File: src/rtl/prog_loader.sv
// -----------------------------------------------------------------------------
// prog_loader
//   Byte-stream boot loader for the C0 CPU. It builds 21-bit instruction words
//   from a byte stream, writes them into program RAM, and then checks the
//   trailing XOR checksum. While a load is running, or after a load has failed,
//   BOOT holds the CPU in reset and selects the loader side of the
//   program-memory address mux.
//
//   Stream: CNT, CNT x {B0=INS[7:0], B1=INS[15:8], B2={3'b000,INS[20:16]}}, CSUM
//           The XOR of every byte in the stream, CSUM included, must be 8'h00.
//
// Ports
//   CLK        in   system clock, rising edge
//   reset_n    in   asynchronous active-low reset
//   START      in   one-cycle pulse that starts a load (idle/done/error only)
//   DIN        in   stream byte
//   DIN_VALID  in   DIN carries a valid byte
//   DIN_READY  out  loader takes DIN at the next edge when DIN_VALID is high
//   WE         out  program RAM write strobe, one cycle per instruction
//   WADDR      out  program RAM write address
//   WDATA      out  program RAM write data
//   BOOT       out  1 = CPU held in reset, memory addressed by the loader
//   BUSY       out  load in progress
//   DONE       out  last load finished with a good checksum
//   ERROR      out  last load aborted (reserved bits or bad checksum)
// -----------------------------------------------------------------------------
module prog_loader #(
  parameter int AW        = 8,
  parameter int IW        = 21,
  parameter int LOAD_BASE = 0
) (
  input  logic          CLK,
  input  logic          reset_n,
  input  logic          START,
  input  logic [7:0]    DIN,
  input  logic          DIN_VALID,
  output logic          DIN_READY,
  output logic          WE,
  output logic [AW-1:0] WADDR,
  output logic [IW-1:0] WDATA,
  output logic          BOOT,
  output logic          BUSY,
  output logic          DONE,
  output logic          ERROR
);

  localparam logic [AW-1:0] BASE_ADDR = AW'(LOAD_BASE);

  typedef enum logic [3:0] {
    ST_IDLE,
    ST_GETCNT,
    ST_GETB0,
    ST_GETB1,
    ST_GETB2,
    ST_WRITE,
    ST_GETCSUM,
    ST_DONE,
    ST_ERR
  } state_t;

  state_t        state_q, state_d;
  logic [7:0]    cnt_q, cnt_d;      // instructions still to be written
  logic [7:0]    csum_q, csum_d;    // running XOR of accepted bytes
  logic [7:0]    b0_q, b0_d;
  logic [7:0]    b1_q, b1_d;
  logic [AW-1:0] waddr_q, waddr_d;
  logic [IW-1:0] wdata_q, wdata_d;
  logic          ready_q, ready_d;
  logic          we_q, we_d;
  logic          boot_q, boot_d;
  logic          busy_q, busy_d;
  logic          done_q, done_d;
  logic          error_q, error_d;

  logic          xfer;
  logic [7:0]    csum_in;

  // A transfer happens only when DIN_READY is already high. Because
  // DIN_READY is a flop, DIN has no combinational path to any output.
  assign xfer    = DIN_VALID & ready_q;
  assign csum_in = csum_q ^ DIN;

  always_comb begin
    state_d = state_q;
    cnt_d   = cnt_q;
    csum_d  = csum_q;
    b0_d    = b0_q;
    b1_d    = b1_q;
    waddr_d = waddr_q;
    wdata_d = wdata_q;

    case (state_q)
      ST_IDLE, ST_DONE, ST_ERR: begin
        if (START) begin
          state_d = ST_GETCNT;
          csum_d  = 8'h00;
          cnt_d   = 8'h00;
          waddr_d = BASE_ADDR;
        end
      end
      ST_GETCNT: begin
        if (xfer) begin
          csum_d  = csum_in;
          cnt_d   = DIN;
          state_d = (DIN == 8'h00) ? ST_GETCSUM : ST_GETB0;
        end
      end
      ST_GETB0: begin
        if (xfer) begin
          csum_d  = csum_in;
          b0_d    = DIN;
          state_d = ST_GETB1;
        end
      end
      ST_GETB1: begin
        if (xfer) begin
          csum_d  = csum_in;
          b1_d    = DIN;
          state_d = ST_GETB2;
        end
      end
      ST_GETB2: begin
        if (xfer) begin
          csum_d = csum_in;
          if (DIN[7:5] != 3'b000) begin
            state_d = ST_ERR;
          end else begin
            wdata_d = IW'({DIN[4:0], b1_q, b0_q});
            state_d = ST_WRITE;
          end
        end
      end
      ST_WRITE: begin
        // The strobe is high during this cycle. The address moves on at the
        // edge that ends the strobe, so WADDR stays stable while WE is high.
        waddr_d = waddr_q + 1'b1;
        cnt_d   = cnt_q - 8'd1;
        state_d = (cnt_q == 8'd1) ? ST_GETCSUM : ST_GETB0;
      end
      ST_GETCSUM: begin
        if (xfer) begin
          csum_d  = csum_in;
          state_d = (csum_in == 8'h00) ? ST_DONE : ST_ERR;
        end
      end
      default: state_d = ST_IDLE;
    endcase

    // Outputs are decoded from the next state, so each registered output
    // lines up with the state that it describes.
    ready_d = (state_d == ST_GETCNT) || (state_d == ST_GETB0) ||
              (state_d == ST_GETB1)  || (state_d == ST_GETB2) ||
              (state_d == ST_GETCSUM);
    we_d    = (state_d == ST_WRITE);
    busy_d  = ready_d || (state_d == ST_WRITE);
    boot_d  = (state_d != ST_DONE);
    done_d  = (state_d == ST_DONE);
    error_d = (state_d == ST_ERR);
  end

  always_ff @(posedge CLK or negedge reset_n) begin
    if (!reset_n) begin
      state_q <= ST_IDLE;
      cnt_q   <= 8'h00;
      csum_q  <= 8'h00;
      b0_q    <= 8'h00;
      b1_q    <= 8'h00;
      waddr_q <= BASE_ADDR;
      wdata_q <= '0;
      ready_q <= 1'b0;
      we_q    <= 1'b0;
      boot_q  <= 1'b1;
      busy_q  <= 1'b0;
      done_q  <= 1'b0;
      error_q <= 1'b0;
    end else begin
      state_q <= state_d;
      cnt_q   <= cnt_d;
      csum_q  <= csum_d;
      b0_q    <= b0_d;
      b1_q    <= b1_d;
      waddr_q <= waddr_d;
      wdata_q <= wdata_d;
      ready_q <= ready_d;
      we_q    <= we_d;
      boot_q  <= boot_d;
      busy_q  <= busy_d;
      done_q  <= done_d;
      error_q <= error_d;
    end
  end

  assign DIN_READY = ready_q;
  assign WE        = we_q;
  assign WADDR     = waddr_q;
  assign WDATA     = wdata_q;
  assign BOOT      = boot_q;
  assign BUSY      = busy_q;
  assign DONE      = done_q;
  assign ERROR     = error_q;

endmodule

File: config.mk
export PLATFORM = sky130hd
export DESIGN_NAME = prog_loader
export DESIGN_NICKNAME = d
export VERILOG_FILES = /design/src/rtl/prog_loader.sv
export SDC_FILE = /design/constraint.sdc
export NUM_CORES = 1
export LEC_CHECK = 0
export CELL_PAD_IN_SITES_DETAIL_PLACEMENT = 0
export CELL_PAD_IN_SITES_GLOBAL_PLACEMENT = 1
export CORE_ASPECT_RATIO = 1.25
export CORE_MARGIN = 2
export CORE_UTILIZATION = 46
export CTS_CLUSTER_SIZE = 10
export DETAILED_ROUTE_END_ITERATION = 8
export PLACE_DENSITY_LB_ADDON = 0.1
export RECOVER_POWER = 50
export SLEW_MARGIN = 40
export SYNTH_ARGS = -nofsm -noshare
export SYNTH_HDL_FRONTEND = slang
export SYNTH_SLANG_ARGS = --single-unit
File: constraint.sdc
create_clock -name CLK -period 3.7 [get_ports CLK]
set_clock_uncertainty 0.2 [all_clocks]
set_input_delay 0.555 -clock CLK [delete_from_list [all_inputs] [get_ports CLK]]
set_output_delay 0.555 -clock CLK [all_outputs]
set_load 0.05 [all_outputs]
### Word level (Yosys, flattened, before mapping)

Cells that the tools add are included.

| storage, ports and cells | value |
|---|---|
| register bits | 71 |
| word-level logic and storage cells | 76 |

| cells by class | value |
|---|---|
| add/sub/neg operators | 2 |
| equal/unequal tests | 21 |
| multiplexer cells | 17 |
| bitwise logic cells | 3 |
| reductions and logical operators | 20 |

Operator list:

| operator | number |
|---|---|
| $eq A4 B3 Y1 const B | 8 |
| $mux W4 | 8 |
| $pmux W8 S2 | 2 |
| $pmux W4 S7 | 1 |
| $mux W8 | 3 |
| $pmux W8 S3 | 1 |
| $eq A4 B2 Y1 const B | 4 |
| $logic_not A8 Y1 | 2 |
| $reduce_and A3 Y1 | 3 |
| $add A8 B1 Y8 const B | 1 |
| $eq A4 B1 Y1 const B | 2 |
| $eq A4 B4 Y1 const B | 2 |
| $eq A8 B1 Y1 const B | 1 |
| $sub A8 B1 Y8 const B | 1 |
| $xor A8 B8 Y8 | 1 |
| $mux W3 | 2 |
| $reduce_and A2 Y1 | 3 |
| $reduce_bool A3 Y1 | 2 |
| $logic_or A1 B1 Y1 | 5 |
| $reduce_or A5 Y1 | 1 |
| $logic_not A4 Y1 | 1 |
| $ne A2 B2 Y1 const B | 2 |
| $ne A4 B3 Y1 const B | 1 |
| $reduce_bool A2 Y1 | 2 |
| other kinds (4) | 4 |

### Depth between registers and ports, before layout

Gate-level depths: netlist of run 1.

| depth | value |
|---|---|
| word-level depth | 11 |
| mapped depth | 8 |
| depth with buffers taken out | 7 |

### Least setup slack after synthesis of run 1

No wires, ideal clock.

| timing path | value |
|---|---|
| path type | reg-to-reg |
| start point | register ready_q, in the netlist DIN_READY |
| end point | register busy_q, in the netlist BUSY |
| setup time | 0.079 ns |
| data arrival time | 1.900 ns |
| required time | 3.421 ns |
| slack | 1.521 ns |
| stages on the path, launching flop included | 7 |
| cells stage by stage | dfrtp_1 > buf_2 > o311ai_0 > a32oi_1 > o221ai_1 > a311oi_2 > mux2i_1 |

| on the way | value |
|---|---|
| cells in the longest elaborated chain, start to end | 9 |
| elaborated cells on any way between the ends | 18 |
| those cells by class | eq/ne (6); mux (6); bitwise (1); reduce/logical (5) |

Ends and longest elaborated chain:

| item | line | source |
|---|---|---|
| start: declaration | 68 | `logic ready_q, ready_d;` |
| start signal: assignment | 184 | `ready_q <= ready_d;` |
| $and A1 B1 Y1 (*) | 80 | `assign xfer = DIN_VALID & ready_q;` |
| $mux W4, on equally long branches | - |  |
| $pmux W4 S7 (*) | 92 | `case (state_q)` |
| $eq A4 B1 Y1 / $eq A4 B2 Y1 (equally long branches) | 151 | `ready_d = (state_d == ST_GETCNT) \|\| (state_d == ST_GETB0) \|\|` |
| $logic_or A1 B1 Y1 (2 in series) | 151 |  |
| $logic_or A1 B1 Y1 (2 in series) | 152 | `(state_d == ST_GETB1) \|\| (state_d == ST_GETB2) \|\|` |
| $logic_or A1 B1 Y1 (*) | 155 | `busy_d = ready_d \|\| (state_d == ST_WRITE);` |
| net busy_d | 71 | `logic busy_q, busy_d;` |
| end signal: assignment | 187 | `busy_q <= busy_d;` |
| end: declaration | 71 |  |

Mark *: on every way through the listed nets, which the timed path passes. The rest lies on a longest branch.
A chain may end at the register's enable or synchronous reset.

### Final worst setup path of run 1

| timing path | value |
|---|---|
| start point | register state_q[2] |
| end point | register waddr_q[7], in the netlist WADDR[7] |

| on the way | value |
|---|---|
| cells in the longest elaborated chain, start to end | 4 |
| elaborated cells on any way between the ends | 9 |
| those cells by class | eq/ne (4); mux (1); reduce/logical (4) |

Ends and longest elaborated chain:

| item | line | source |
|---|---|---|
| start: declaration | 61 | `state_t state_q, state_d;` |
| start signal: assignment | 177 | `state_q <= state_d;` |
| $eq A4 B3 Y1 (tied with other cells) | 92 |  |
| $reduce_or A3 Y1 | 92 |  |
| $ne A2 B2 Y1 (no source line) / $reduce_bool A2 Y1 (equally long branches) | - |  |
| $reduce_and A2 Y1 (no source line) | - |  |
| end signal: assignment | 182 | `waddr_q <= waddr_d;` |
| end: declaration | 66 | `logic [AW-1:0] waddr_q, waddr_d;` |

Parallel ways exist; a longest one is shown, timed or not.

==> results.toml, run 1 <==
[critical_path]
critPathLaunchType = "flop"
ff2ff_path_depth = 5
path_class = "flop to flop"
crit_arrival_ns = 2.77
crit_fanout = 18
cp.required_ns = 3.73
crit_path_end_kind = "flop"

[routing]
met2_length_um = 3990
drc = 0
dr.max_layer_used = "met4"
drt-total-wl_um = 7910
met1_length_um = 3590
route.vias.total = 2773
via_per_inst = 5.55
dr.pass1.iters = 4
dr_wl_met3_um = 228
drt_iter0_drc = 126
antenna_left = 0
wl_per_cell_um = 15.8

[yosys]
synth_cell_types = 54
syn_nets = 378
syn_inst = 363
ys.flop_type = "dfrtp_1"
synth_area_per_cell_um2 = 9.70
synth_edf_count = 0
synth_area_mm2 = 0.00352
async_flop_share_pct = 100
synth_warnings = 0
seq_area_frac_synth_pct = 50.5
synth_seq_cells = 71

[clock_network]
cts.clk_slew.worst_paths_ns = 0.08
cts-resized-gates = 0
post_cts_buffers = 0
cts.path.max_buffers = 2
cts_tree = "done"
postCtsHoldBufs = 0
cts_max_level = 3
clock_latency_ns = 0.35
numCtsBuffers = 9
cts_root_buffer = "clkbuf_8"
cts_sinks = 71

[timing]
finalHoldViolCount = 0
slew_headroom_pct = -16.2
report.final.slew_viol_count = 72
period_share_pct = 74.0
setup_ws_ns = 0.962
finalSetupViolations = 0
worst_pin_slew_ns = 1.74
rsz0062_at_grt = "false"
tns_ns = 0
min_period_ns = 2.74
timing.fmax_mhz = 365
hold_slack_ns = 0.265

[placement]
io_buffers = 46
pre_cts_ws_ns = 0.908
place_congestion = 0.835
dp_hpwl_um = 5310
dp_cells = 484

[floorplanning]
die_y_um = 102
initial_core_util_pct = 47.6
coreArea_mm2 = 0.00740
num_io_pins = 47
die_w_um = 82.2
dieArea_mm2 = 0.00837
num_rows = 35

[worst_hold_path]
worstHoldPathCells = 2
hold_class = "flop to flop"

[global_routing]
overflow = 0
grt_pass1_wl_um = 13600
antenna_found_initial = 0
grt_max_degree = 72
track_usage_pct = 21.2
grt_pass1_vias = 2751

[power_and_ir_drop]
vdd_drop_max_v = 0.000526
power_w = 0.00311
power_density_mw_per_mm2 = 734
leakage_nw = 1.93

[final_layout]
final_nets = 418
antenna_cells = 0
area_growth_pct = 20.5
final_cells = 500
drive_gt1_share_pct = 11.8

[flow_run]
maxCapViolations = 1

[outcome]
status = "finished, violations left"
violations = "capacitance limit, slew limit"
-- worst max-delay path, cell delays in order (launching register included) --
cell	delay, ns
dfrtp_1	0.72
inv_1	0.16
nor3_1	0.87
nand4_1	0.31
o211ai_1	0.25
o31ai_1	0.09
-- through the flow --
stage	utilization (%)	area, um2
final	57.3	4240
after global routing	57.3	4240
after CTS	57.9	4280
after detailed placement	54.6	4040
after global placement	54.6	4040
after floorplan	-	3520
-- cells in the final DEF, fill, tap and decap left out, types with 9 or more instances in the layout --
| master | Yosys | routed |
|---|---|---|
| o21ai_1 | 9 | 9 |
| dfrtp_1 | 70 | 70 |
| o21ai_0 | 32 | 32 |
| nand2_1 | 73 | 73 |
| nand2b_1 | 11 | 11 |
| mux2_2 | 16 | 16 |
| nor2_1 | 24 | 24 |
| clkdlybuf4s50_1 | 0 | 42 |
| clkbuf_8 | 0 | 9 |
-- synth_stat cells, drive strengths merged, types with 2 or more instances --
cell type | number | area [um2]
nor2b | 4 | 25.0
inv | 8 | 30.0
nand2b | 11 | 68.8
a31oi | 3 | 18.8
mux2 | 16 | 180
and2 | 2 | 12.5
nand3 | 5 | 25.0
dfrtp | 70 | 1750
a311o | 2 | 20.0
ha | 3 | 37.5
nand2 | 73 | 274
and4b | 3 | 30.0
and3b | 4 | 35.0
o211ai | 3 | 22.5
a21oi | 9 | 48.8
a221oi | 2 | 17.5
a32oi | 2 | 17.5
nor2 | 24 | 90.1
mux2i | 2 | 20.0
o21ai | 41 | 205
nand4 | 8 | 56.3
clkbuf | 5 | 21.3
nor4 | 2 | 12.5
a22oi | 5 | 51.3
xnor2 | 8 | 70.1
a211oi | 3 | 22.5
buf | 21 | 110
nor3 | 6 | 46.3
-- area by class of cell --
cell class	count	area [um2]
Fill cell	661	3160
Timing Repair Buffer	55	517
Clock inverter	7	120
Tap cell	92	115
Inverter	8	30.0
Multi-Input combinational cell	258	1560
Clock buffer	9	124
Sequential cell	71	1780
-- path summary, 6_finish.rpt --
kind | start | to | slack (ns)
hold / removal | b0_q[3] | WDATA[3] | 0.27
min in group asynchronous | reset_n | WDATA[5] | 0.54
setup reg to reg | state_q[2] | WADDR[7] | 0.96
setup / recovery | state_q[2] | WADDR[7] | 0.96
max in group asynchronous | reset_n | WDATA[11] | 1.71
hold reg to reg | b0_q[3] | WDATA[3] | 0.27
-- sequential cells by signal, summed over array words and instances (netlist names), 4 cells and up --
name     count
WADDR        8
WDATA       21
b0_q         8
b1_q         8
cnt_q        8
csum_q       8
state_q      4
-- per-layer routing --
| metal | up-vias | global-route usage (%) |
|---|---|---|
| met5 | - | 0 |
| met4 | 0 | 7.31 |
| met3 | 9 | 3.21 |
| met2 | 46 | 35.0 |
| met1 | 1380 | 28.2 |
| li1 | 1338 | - |
-- where the power goes --
| part | internal [W] | total (W) | switching, W |
|---|---|---|---|
| Clock | 0.000450 | 0.000766 | 0.000316 |
| Combinational | 0.000477 | 0.00113 | 0.000651 |
| Sequential | 0.000993 | 0.00122 | 0.000223 |
-- logic make-up after synthesis --
group / synth area share (%)
AO/OA/AOI/OAI: 14.3
XOR/XNOR: 1.99
adder cells (fa/ha/maj): 1.07
buffers and inverters: 4.59
flip-flops: 50.5
multiplexers: 5.69
AND/OR/NAND/NOR: 21.9
Note: power is estimated with default switching activity, not from simulation.
==> inputs of run 2 (changes only) <==
- CORE_UTILIZATION: 46 -> 42
- clock period: 3.7 -> 2.8 ns (I/O delays scaled with it)
==> run 2 against run 1 <==
The flow finishes with violations (DRC). Die area is 9.1% higher. Combinational power up 41%. Worst hold slack got worse by 0.0060 ns. Critical path depth down 4. Via count rose by 0.58%. Non-clock buffer count increased by 8. Setup slack lost 0.59 ns. Total power increased by 32%. Sequential power up 30%.
==> results.toml, run 2 (same netlist as run 1, synthesis figures left out) <==
[critical_path]
critPathTopFamily = "buffers and inverters"
critPathLaunchType = "flop"
crit_fanout = 12
reg2reg_slack_ns = 0.40
path_class = "flop to output port"
cp.required_ns = 2.18
crit_path_end_kind = "output port"
max_stage_delay_ns = 0.88
critPathCapture = "DIN_READY"
crit-reg2reg-capture = "WDATA[10]"
cp.depth = 1
critPathSlowestCell = "clkdlybuf4s50_1"
crit_arrival_ns = 1.81
worstPathCellList = "clkdlybuf4s50_1"
timing.critical_path.from = "DIN_READY"
ff2ff_path_depth = 6
r2r-start = "state_q[2]"
cp.buffers_inverters = 1

[clock_network]
cts_tree = "done"
cts.path.max_buffers = 2
cts.clk_slew.worst_paths_ns = 0.09
cts_max_level = 3
clock_latency_ns = 0.36
cts_sinks = 71
cts-resized-gates = 0
numCtsBuffers = 9
cts_root_buffer = "clkbuf_8"

[timing]
finalHoldViolCount = 0
report.final.slew_viol_count = 0
worst_pin_slew_ns = 1.49
period_share_pct = 86.7
slew_headroom_pct = 0.747
finalSetupViolations = 0
rsz0062_at_grt = "false"
timing.fmax_mhz = 412
tns_ns = 0
hold_slack_ns = 0.259
min_period_ns = 2.43

[global_routing]
track_usage_pct = 20.1
overflow = 0
use_met3_pct = 3.11
grt_pass1_wl_um = 14100
grt_util_met1_pct = 26.3
antenna_found_initial = 0
grt.busiest_layer = "met2"
use_met2_pct = 33.3
grt_max_degree = 48
grt_pass1_vias = 2775

[floorplanning]
num_io_pins = 47
dieArea_mm2 = 0.00913
die_y_um = 106
num_rows = 37
initial_core_util_pct = 43.0
die_w_um = 85.9
coreArea_mm2 = 0.00819

[placement]
dp_hpwl_um = 5890
dp_cells = 496
place_congestion = 0.853
io_buffers = 46

[final_layout]
antenna_cells = 0
largest_reg_flops = 21
area_growth_pct = 22.4
final_cells = 513
layout_commonest_cell = "nand2_1"
final_nets = 426
fillers = 778
final_cell_mix = "73 x nand2_1, 70 x dfrtp_1, 44 x clkdlybuf4s50_1"
drive_gt1_share_pct = 13.2

[flow_run]
maxCapViolations = 0

[outcome]
status = "finished, violations left"
violations = "DRC"

[power_and_ir_drop]
power_density_mw_per_mm2 = 955
power_w = 0.00412
vdd_drop_max_v = 0.000435
leakage_nw = 1.95

[worst_hold_path]
hold_class = "flop to flop"

[routing]
antenna_left = 0
wl_per_cell_um = 16.5
via_per_inst = 5.44
drc = 4
drt-total-wl_um = 8450
drt_iter0_drc = 154
dr.pass1.iters = 6
route.vias.total = 2789
## run 2: cell types whose count changed in the layout (fill, tap and decap cells not counted), sizes merged, moves of 2 or more
cell	delta
clkdlybuf4s50	+2
clkinv	-2
buf	+6
clkbuf	+2
## run 2: how the worst min path moves through the flow
stage | start | endpoint | slack [ns] | cells past startpoint
after floorplan | reset_n | BUSY | -0.08 | 0
after global placement | b1_q[2] | WDATA[10] | 0.25 | 2
after detailed placement | b1_q[0] | WDATA[8] | 0.25 | 2
after CTS | b0_q[3] | WDATA[3] | 0.27 | 2
after global routing | b1_q[1] | WDATA[9] | 0.28 | 2
final | b1_q[7] | WDATA[15] | 0.26 | 2
## run 2: what timing repair did
item	CTS	global route
buffers inserted	0	0
hold buffers	1	0
endpoints found under the hold margin	23	0
## run 2: power by group
group	internal, W	switching (W)	leakage (nW)
clock network	0.000508	0.000426	0.104
registers	0.00131	0.000280	0.936
logic	0.000679	0.000910	0.914
total	0.00250	0.00162	1.95
## run 2: metal layers
layer,up-vias,wire length (um)
met5,-,0
met4,0,136
met3,12,221
met2,50,4230
met1,1369,3870
li1,1358,-
## run 2: area by class of cell
cell class | count | area [um2] | share of cell area [%]
sequential | 71 | 1780 | 41.3
clock buffer | 10 | 128 | 2.96
multi-input combinational | 258 | 1570 | 36.4
timing repair buffer | 63 | 591 | 13.7
inverter | 8 | 30.0 | 0.697
tap | 97 | 121 | 2.82
clock inverter | 6 | 92.6 | 2.15
## run 2: through the flow
step	worst slack, ns	utilization, %	instance area (um2)
after detailed placement	0.152	50.0	4100
after floorplan	0.621	-	3520
after CTS	0.374	52.8	4330
final	0.372	52.6	4310
after global routing	0.187	52.6	4310
after global placement	0.205	50.0	4100
